### src/rtl/rv_check_pkg.sv
// rv_check_pkg: shared types and constants for the stream checker.
// Holds the checker state enum, LFSR width/taps/seed and one step function.
package rv_check_pkg;

   typedef enum logic [1:0] {
      IDLE,
      RUN,
      DONE
   } state_t;

   localparam int LFSR_W = 16;

   // Fibonacci taps 16,14,13,11 -> state bits 15,13,12,10
   localparam logic [LFSR_W-1:0] LFSR_TAPS = 16'hB400;

   localparam logic [LFSR_W-1:0] LFSR_SEED_DEF = 16'hACE1;

   function automatic logic [LFSR_W-1:0] lfsr_step(
      input logic [LFSR_W-1:0] s
   );
      return {s[LFSR_W-2:0], ^(s & LFSR_TAPS)};
   endfunction

endpackage

### src/rtl/rv_lfsr16.sv
// rv_lfsr16: 16-bit Fibonacci LFSR, advances when en=1.
// Ports: clk, rst (sync, active high, loads SEED), en, state (current value).
module rv_lfsr16
   import rv_check_pkg::*;
#(
   parameter logic [LFSR_W-1:0] SEED = LFSR_SEED_DEF
) (
   input  logic              clk,
   input  logic              rst,
   input  logic              en,
   output logic [LFSR_W-1:0] state
);

   always_ff @(posedge clk) begin
      if (rst) begin
         state <= SEED;
      end else if (en) begin
         state <= lfsr_step(state);
      end
   end

endmodule

### config.mk
export PLATFORM = sky130hd
export DESIGN_NAME = rv_lfsr16
export DESIGN_NICKNAME = d
export VERILOG_FILES = /design/src/rtl/rv_check_pkg.sv /design/src/rtl/rv_lfsr16.sv
export SDC_FILE = /design/constraint.sdc
export NUM_CORES = 1
export LEC_CHECK = 0
export ABC_AREA = 1
export BUFFER_PORTS_ARGS = -buffer_cell sky130_fd_sc_hd__clkbuf_2
export CORE_UTILIZATION = 41
export CTS_CLUSTER_DIAMETER = 60
export DETAILED_ROUTE_END_ITERATION = 12
export GPL_ROUTABILITY_DRIVEN = 0
export GPL_TIMING_DRIVEN = 0
export HOLD_SLACK_MARGIN = 0.12
export PLACE_DENSITY = 0.74
export SLEW_MARGIN = 20
export SYNTH_ARGS = -nofsm -noshare
export SYNTH_HDL_FRONTEND = slang
export SYNTH_SLANG_ARGS = --single-unit
### constraint.sdc
create_clock -name clk -period 2.3 [get_ports clk]
set_clock_uncertainty 0.05 [all_clocks]
set_input_delay 0.23 -clock clk [delete_from_list [all_inputs] [get_ports clk]]
set_output_delay 0.23 -clock clk [all_outputs]
set_load 0.1 [all_outputs]
# == After elaboration in Yosys (flattened, before gate mapping) ==
# Index checks and enable logic that the tools add are counted.
# op_classes
addsub,0
multipliers,0
div,0
magnitude_cmp,0
n_eq_ne,0
n_shift,0
mux,0
n_bitwise,0
reduce_logical,1
# op_table
operator,n
16-bit XOR reduction,1
# totals
reg_bits,16
latchBits,0
ram_bits,0
mem_bits_ro,0
in_bits,3
word_cells,2
n_memories,0

# == Longest topological paths before layout ==
# Gate-level depths: netlist of run 1.
# depth
depth_word,1
depth_mapped,6
ltp_nobuf,6

# == Worst setup path after synthesis of run 1 ==
# Ideal clock, no wire load.
# synth_timing
kind,register to register
startpoint,reg state[13]
endpoint,reg state[0]
arrival_time_ns,1.469
required_time_ns,2.189
path_slack_ns,0.719
stages_incl_launch_ff,7
path_cell_list,dfxtp_1 -> inv_1 -> nand2_1 -> nand2_1 -> nand2_1 -> nand3_1 -> nand2_1
# synth_between
elab_chain_len,1
# synth_rtl
element,line,source
from (decl),rv_lfsr16.sv:11,output logic [LFSR_W-1:0] state
from (signal assigned),rv_lfsr16.sv:18,state <= lfsr_step(state);
16-bit XOR reduction,rv_check_pkg.sv:21,"return {s[LFSR_W-2:0], ^(s & LFSR_TAPS)};"
# No other way between the ends.
# A chain may end at the register's enable or synchronous reset.

# == Worst setup path after layout of run 1 ==
# layout_timing
startpoint,reg state[12]
endpoint,out state[12]
# No word-level cell between the ends.

==> results of run 1 <==
## cells in the final DEF, fill, tap and decap left out, types with 2 or more instances in the layout
cell type	n
nand2_1	22
dfxtp_1	16
o21ai_0	9
buf_6	2
a21oi_1	6
clkbuf_2	17
o21ai_1	2
nor2_1	12
clkbuf_4	3
nand3_1	4
inv_1	4
## cells in the mapped netlist, drive strengths merged
cell type	n
inv	6
nand3	4
dfxtp	16
nand2	22
o211ai	1
buf	4
o21ai	11
nor2	12
a21oi	6
## path summary, 6_finish.rpt
check | start | end | slack, ps | cells after the start
worst max-delay path | state[12] | state[12] | 850 | 1
worst min-delay path | rst | state[0] | 180 | 3
worst max register to register | state[12] | state[0] | 1380 | 6
worst min register to register | state[7] | state[7] | 440 | 2
## per-stage QoR
step	instance area (um2)	setup WS (ps)
finish	773	847
global route	773	775
CTS	773	824
detailed placement	737	1150
global placement	737	1170
floorplan	633	719
## power by group
part / switching, uW / total (uW) / internal (uW)
logic: 194 / 232 / 38.3
clock network: 82.2 / 178 / 96.2
registers: 16.3 / 314 / 298
total: 292 / 725 / 433
## final cells by class
type | instances | area share
Multi-Input combinational cell | 56 | 0.311
Timing Repair Buffer | 17 | 0.110
Tap cell | 15 | 0.0243
Sequential cell | 16 | 0.414
Inverter | 6 | 0.0356
Buffer | 4 | 0.0583
Clock buffer | 4 | 0.0469
## logic make-up after synthesis
logic type | count (synthesis)
compound gates | 18
flops | 16
buf+inv | 10
simple gates | 38
## metal layers
layer / part of all wire / global-route usage / up-vias
met4: 0.0044 / 0.0968 / 0
li1: - / - / 305
met1: 0.52 / 0.228 / 250
met2: 0.43 / 0.238 / 12
met3: 0.044 / 0.0479 / 2
met5: 0 / 0 / -
==> impl_metrics.env, run 1 <==
export IMPL_synth_top_cells_by_area="dfxtp_1 (51%), nand2_1 (13%), o21ai_0 (7.1%)"
export IMPL_slowest_stage="clkbuf_2"
export IMPL_syn_inst=82
export IMPL_netlist_area_um2=633
export IMPL_relSlewSlack=0.640
export IMPL_synth_top_family_by_area="simple AND/OR/NAND/NOR gates"
export IMPL_synth_xor_area_share=0
export IMPL_fin_util=0.566
export IMPL_grt_max_degree=11
export IMPL_ir_worst_vdd_uv=451
export IMPL_drt_pass1_iterations=4
export IMPL_slowest_delay_ps=480
export IMPL_synth_compound_area_share=0.146
export IMPL_num_io_pins=19
export IMPL_drc_errors=0
export IMPL_avgSynthCellArea_um2=7.72
export IMPL_first_global_vias=448
export IMPL_ctsLongestPathBuffers=2
export IMPL_diodes=0
export IMPL_cp_required_ps=2020
export IMPL_worst_pin_slew_ps=542
export IMPL_setup_worst_path_end_class="output port"
export IMPL_yosysTopAreaCellShare=0.506
export IMPL_clk_pin_slew_ps=90
export IMPL_layout_area_overhead_vs_synth_pct=22.1
export IMPL_setup_tns_ps=0
export IMPL_crit_arrival_ps=1170
export IMPL_dieArea_um2=1710
export IMPL_grt_pass1_wl_um=1830
export IMPL_startpoint_type="flip-flop"
export IMPL_synth_adder_area_share=0
export IMPL_synth_nets=85
export IMPL_synth_seq_cells=16
export IMPL_routedWlPerCell_um=9.58
export IMPL_die_w_um=41.3
export IMPL_grt_total_usage=0.169
export IMPL_cts_buffers=3
export IMPL_timing_critical_path_buf_inv=1
export IMPL_yosys_warnings=0
export IMPL_regArea_um2=320
export IMPL_power_total_uw=725
export IMPL_final_min_clock_period_ps=1450
export IMPL_worstPathCellList="clkbuf_2"
export IMPL_top_register="state"
export IMPL_rsz0062_at_grt="false"
export IMPL_dpl_hpwl_um=861
export IMPL_antenna_found_initial=0
export IMPL_top_regs="state (16)"
export IMPL_status="complete, no violations"
export IMPL_synth_seq_area_share=0.506
export IMPL_dp_cells=114
export IMPL_grt_ovfl_total=0
export IMPL_cts_sinks=16
export IMPL_drtAntennaViolNets=0
export IMPL_ys_types=14
export IMPL_hp_class="in2reg"
export IMPL_powerDensity_nw_per_um2=937
export IMPL_start_util=0.463
export IMPL_yosysTopAreaCell="dfxtp_1"
export IMPL_crit_fanout=5
export IMPL_p_leak_uw=0.000400
export IMPL_drtIter0Drc=16
export IMPL_fill_cells=142
export IMPL_clockRootBuffer="clkbuf_4"
export IMPL_post_cts_repair_setup_buffers=0
export IMPL_min_period_over_period=0.632
export IMPL_nets=107
export IMPL_hold_buffers=0
export IMPL_maxCapViolations=0
export IMPL_vias=569
export IMPL_cts_max_level=1
export IMPL_port_buffers=17
export IMPL_finalHoldViolations=0
export IMPL_core_area_um2=1370
export IMPL_ctsResizeCount=0
export IMPL_die_h_um=41.3
export IMPL_drv_slew=0
export IMPL_multi_input_area_um2=240
export IMPL_fmax_mhz=688
export IMPL_critical_path_class="reg2out"
export IMPL_clock_latency_ps=280
export IMPL_synthSimpleGateAreaFrac=0.233
export IMPL_cts_tree="yes"
export IMPL_synth_area_mux_share=0
export IMPL_routed_wl_um=1130
export IMPL_routed_via_density=4.82
export IMPL_setup_viol=0
export IMPL_holdWs_ps=178
export IMPL_largest_reg_flops=16
export IMPL_drive_gt1_frac=0.262
export IMPL_crit_family="buffers and inverters"
export IMPL_final_cells=118
export IMPL_row_count=13
Note: power is estimated with default switching activity, not from simulation.
==> run 2: changes to the inputs <==
==> constraint.sdc (replaced) <==
create_clock -name clk -period 1.4 [get_ports clk]
set_clock_uncertainty 0.05 [all_clocks]
set_input_delay 0.14 -clock clk [delete_from_list [all_inputs] [get_ports clk]]
set_output_delay 0.14 -clock clk [all_outputs]
set_load 0.1 [all_outputs]
==> run 2 against run 1 <==
Effect of this change: sequential share of layout area shrank 0.67 points; sequential cell count is the same; count of clock-buffer cells in the layout is the same; utilization grew 1.8 points; register-to-register slack lost 870 ps; power grew 66%; hold slack gained 260 ps; first-iteration DRC count shrank 25%; clock power grew 70%; non-clock buffer count grew 2; combinational power grew 66%; critical endpoint is now state[9]; largest power group unchanged.
==> impl_metrics.env, run 2 (synthesized netlist as in run 1, its figures left out) <==
export IMPL_cts_sinks=16
export IMPL_grt_total_usage=0.181
export IMPL_routedWlPerCell_um=9.68
export IMPL_power_internal_uw=717
export IMPL_post_cts_repair_setup_buffers=0
export IMPL_ctsLongestPathBuffers=2
export IMPL_fmax_mhz=757
export IMPL_dpl_hpwl_um=856
export IMPL_routed_via_density=4.71
export IMPL_worstPathCellList="clkbuf_2"
export IMPL_cts_buffers=3
export IMPL_core_area_um2=1370
export IMPL_start_util=0.463
export IMPL_clockRootBuffer="clkbuf_4"
export IMPL_rsz0062_at_grt="false"
export IMPL_setup_tns_ps=0
export IMPL_clk_pin_slew_ps=100
export IMPL_final_min_clock_period_ps=1320
export IMPL_hp_class="reg2reg"
export IMPL_p_leak_uw=0.000408
export IMPL_crit_fanout=3
export IMPL_crit_arrival_ps=1130
export IMPL_setup_worst_path_end_class="output port"
export IMPL_crit_family="buffers and inverters"
export IMPL_startpoint_type="flip-flop"
export IMPL_grt_ovfl_total=0
export IMPL_hold_buffers=2
export IMPL_fill_cells=131
export IMPL_fin_util=0.584
export IMPL_port_buffers=17
export IMPL_drtIter0Drc=12
export IMPL_final_common_cell="nand2_1"
export IMPL_netSwitchingFraction=0.406
export IMPL_drt_pass1_iterations=4
export IMPL_p_switching_uw=489
export IMPL_die_w_um=41.3
export IMPL_vias=565
export IMPL_drc_errors=0
export IMPL_pre_cts_ws_ps=396
export IMPL_relSlewSlack=0.638
export IMPL_die_h_um=41.3
export IMPL_cts_max_level=1
export IMPL_cts_tree="yes"
export IMPL_slowest_stage="clkbuf_2"
export IMPL_min_period_over_period=0.943
export IMPL_dieArea_um2=1710
export IMPL_num_io_pins=19
export IMPL_nets=109
export IMPL_pwr_share_comb=0.320
export IMPL_slowest_delay_ps=470
export IMPL_powerDensity_nw_per_um2=1510
export IMPL_cp_required_ps=1210
export IMPL_worst_slack_ps=79.8
export IMPL_layout_area_overhead_vs_synth_pct=26.1
export IMPL_timing_critical_path_buf_inv=1
export IMPL_ir_worst_vdd_uv=811
export IMPL_largest_reg_flops=16
export IMPL_drive_gt1_frac=0.295
export IMPL_first_global_vias=465
export IMPL_worst_pin_slew_ps=546
export IMPL_drtAntennaViolNets=0
export IMPL_diodes=0
export IMPL_clkPwrFrac=0.250
export IMPL_top_register="state"
export IMPL_setup_viol=0
export IMPL_grt_pass1_wl_um=1950
export IMPL_top_regs="state (16)"
export IMPL_row_count=13
export IMPL_layout_common_cells="nand2_1 (22), clkbuf_2 (17), nor2_1 (12), dfxtp_1 (12), o21ai_0 (9)"
export IMPL_seq_power_share=0.430
export IMPL_grt_max_degree=11
export IMPL_status="complete, no violations"
export IMPL_antenna_found_initial=0
export IMPL_routed_wl_um=1160
export IMPL_maxCapViolations=0
export IMPL_critical_path_class="reg2out"
export IMPL_ctsResizeCount=0
export IMPL_finalHoldViolations=0
export IMPL_clock_latency_ps=280
export IMPL_drv_slew=0
-- run 2: final timing paths --
kind,start,to,slack (ps),cells after the start
worst max-delay path,state[9],state[9],80,1
worst min-delay path,state[7],state[7],440,2
worst max register to register,state[10],state[0],510,6
worst min register to register,state[7],state[7],440,2
-- run 2: power groups by stage --
| stage | clock, uW | combinational, uW | sequential, uW |
|---|---|---|---|
| 2_1_floorplan | 0 | 83.1 | 775 |
| 5_1_grt | 331 | 410 | 525 |
| 4_1_cts | 309 | 387 | 519 |
| 3_5_place_dp | 0 | 382 | 529 |
| 3_3_place_gp | 0 | 381 | 528 |
| 6_report | 302 | 386 | 518 |
-- run 2: area by class of cell --
cell class              count  area [um2]  area share
plain buffers               4        45.0      0.0564
clock buffers               4        36.3      0.0455
inverters                   6        27.5      0.0345
multi-input cells          56         240       0.301
flip-flops and latches     16         325       0.408
well taps                  15        18.8      0.0235
repair buffers             19         105       0.132
-- run 2: metal layers --
| metal | share of wire | vias to the layer above | track usage |
|---|---|---|---|
| li1 | - | 306 | - |
| met1 | 0.53 | 244 | 0.231 |
| met2 | 0.42 | 13 | 0.266 |
| met3 | 0.037 | 2 | 0.0638 |
| met4 | 0.010 | 0 | 0.0968 |
| met5 | 0 | - | 0 |
-- run 2: through the flow --
stage               instances  instance area (um2)  power (uW)  hold WS (ps)
floorplan                  82                  638         858           186
global placement          114                  742         908           368
detailed placement        114                  742         911           372
CTS                       120                  798        1210           444
global route              120                  798        1270           484
finish                    120                  798        1210           443
-- run 2: worst reg2reg max path, cell delays in order (launching register included) --
cell and delay, ps:
dfxtp_2 340, inv_1 110, nand2_1 60, nand2_1 60, nand2_1 40, nand3_1 90, nand2_1 50
==> run 3: changes to the inputs <==
--- a/config.mk
+++ b/config.mk
@@ -7,14 +7,19 @@
 export LEC_CHECK = 0
 export ABC_AREA = 1
 export BUFFER_PORTS_ARGS = -buffer_cell sky130_fd_sc_hd__clkbuf_2
-export CORE_UTILIZATION = 41
+export CELL_PAD_IN_SITES_DETAIL_PLACEMENT = 0
+export CELL_PAD_IN_SITES_GLOBAL_PLACEMENT = 2
+export CORE_ASPECT_RATIO = 0.75
+export CORE_MARGIN = 5
+export CORE_UTILIZATION = 26
 export CTS_CLUSTER_DIAMETER = 60
 export DETAILED_ROUTE_END_ITERATION = 12
 export GPL_ROUTABILITY_DRIVEN = 0
 export GPL_TIMING_DRIVEN = 0
 export HOLD_SLACK_MARGIN = 0.12
-export PLACE_DENSITY = 0.74
+export PLACE_DENSITY = 0.82
 export SLEW_MARGIN = 20
 export SYNTH_ARGS = -nofsm -noshare
 export SYNTH_HDL_FRONTEND = slang
 export SYNTH_SLANG_ARGS = --single-unit
+export TNS_END_PERCENT = 5
==> run 3 against run 2 <==
Effect of this change: power shrank 5.4%; count of clock-buffer cells in the layout shrank 1; register-to-register slack lost 20 ps; via count is the same; die area grew 110%; utilization shrank 23 points; sequential cell count is the same; setup slack gained 19 ps; critical endpoint is now state[11]; largest power group unchanged.
==> impl_metrics.env, run 3 (synthesized netlist as in run 1, its figures left out) <==
export IMPL_status="complete, no violations"
export IMPL_cts_max_level=1
export IMPL_cts_tree="yes"
export IMPL_routed_wl_um=1380
export IMPL_rsz0062_at_grt="false"
export IMPL_dieArea_um2=3530
export IMPL_startpoint_type="flip-flop"
export IMPL_hold_buffers=2
export IMPL_ctsResizeCount=0
export IMPL_timing_critical_path_buf_inv=1
export IMPL_powerDensity_nw_per_um2=1410
export IMPL_slowest_delay_ps=470
export IMPL_vias=565
export IMPL_final_common_cell="nand2_1"
export IMPL_top_regs="state (16)"
export IMPL_drt_pass1_iterations=4
export IMPL_die_w_um=67.0
export IMPL_top_register="state"
export IMPL_min_period_over_period=0.930
export IMPL_diodes=0
export IMPL_drc_errors=0
export IMPL_dp_cells=133
export IMPL_nets=109
export IMPL_first_global_vias=522
export IMPL_grt_pass1_wl_um=2370
export IMPL_drtAntennaViolNets=0
export IMPL_hp_class="reg2reg"
export IMPL_layout_common_cells="nand2_1 (22), clkbuf_2 (17), nor2_1 (12), dfxtp_1 (12), o21ai_0 (9)"
export IMPL_grt_ovfl_total=0
export IMPL_clock_latency_ps=280
export IMPL_row_count=15
export IMPL_cp_required_ps=1210
export IMPL_finalHoldViolations=0
export IMPL_post_cts_repair_setup_buffers=0
export IMPL_maxCapViolations=0
export IMPL_drv_slew=0
export IMPL_drtIter0Drc=17
export IMPL_ir_worst_vdd_uv=590
export IMPL_drive_gt1_frac=0.288
export IMPL_ctsLongestPathBuffers=2
export IMPL_layout_area_overhead_vs_synth_pct=27.7
export IMPL_port_buffers=17
export IMPL_setup_tns_ps=0
export IMPL_start_util=0.274
export IMPL_p_leak_uw=0.000401
export IMPL_final_cells=138
export IMPL_antenna_found_initial=0
export IMPL_clockRootBuffer="clkbuf_4"
export IMPL_fmax_mhz=768
export IMPL_relSlewSlack=0.639
export IMPL_slowest_stage="clkbuf_2"
export IMPL_clk_pin_slew_ps=90
export IMPL_setup_viol=0
export IMPL_worstPathCellList="clkbuf_2"
export IMPL_cts_buffers=3
export IMPL_num_io_pins=19
export IMPL_placed_cell_area_um2=766
export IMPL_dpl_hpwl_um=1030
export IMPL_setup_worst_path_end_class="output port"
export IMPL_core_area_um2=2310
export IMPL_routed_via_density=4.09
export IMPL_final_min_clock_period_ps=1300
export IMPL_worst_pin_slew_ps=544
export IMPL_critical_path_class="reg2out"
export IMPL_stdcell_area_um2=808
export IMPL_crit_arrival_ps=1110
export IMPL_grt_total_usage=0.0899
export IMPL_routedWlPerCell_um=10.0
export IMPL_grt_max_degree=11
export IMPL_largest_reg_flops=16
export IMPL_cts_sinks=16
export IMPL_die_h_um=52.7
export IMPL_crit_family="buffers and inverters"
export IMPL_crit_fanout=3
-- run 3: cell count changes in the layout (fill, tap and decap cells not counted) --
cell,change
clkbuf_8,-1
-- run 3: final timing paths --
kind	endpoint	depth (start not counted)	slack [ps]	from
min	state[7]	2	430	state[7]
max	state[11]	1	100	state[11]
min reg2reg	state[7]	2	430	state[7]
max reg2reg	state[0]	6	490	state[13]
-- run 3: worst reg2reg max path, cell delays in order (launching register included) --
cell and delay, ps:
dfxtp_2 340, inv_1 110, nand2_1 70, nand2_1 50
nand2_1 50, nand3_1 100, nand2_1 50
-- run 3: cell type report --
class                      count  area (um2)
buffer                         4        45.0
clock buffer                   3        22.5
fill                         257        1500
inverter                       6        27.5
multi-input combinational     56         240
sequential                    16         325
tap                           34        42.5
timing repair buffer          19         105
-- run 3: per-layer routing --
| layer | track usage | up-vias | wire [um] |
|---|---|---|---|
| met1 | 0.113 | 245 | 707 |
| li1 | - | 308 | - |
| met2 | 0.137 | 10 | 589 |
| met5 | 0 | - | 0 |
| met4 | 0.0202 | 0 | 7 |
| met3 | 0.0451 | 2 | 78 |
-- run 3: stage by stage --
stage          setup slack [ps]  hold WS (ps)   util  total power, uW
2_1_floorplan              11.4           186      -              858
3_3_place_gp                403           387  0.332              915
3_5_place_dp                401           381  0.332              917
4_1_cts                    73.8           436  0.350             1160
5_1_grt                    21.0           451  0.350             1210
6_report                   98.3           430  0.350             1140
-- run 3: report_power, final --
part           internal [uW]  switching [uW]  leakage, uW
logic                   66.7             323     0.000254
clock network           99.8             133    0.0000138
registers                492            25.7     0.000133
total                    658             482     0.000401
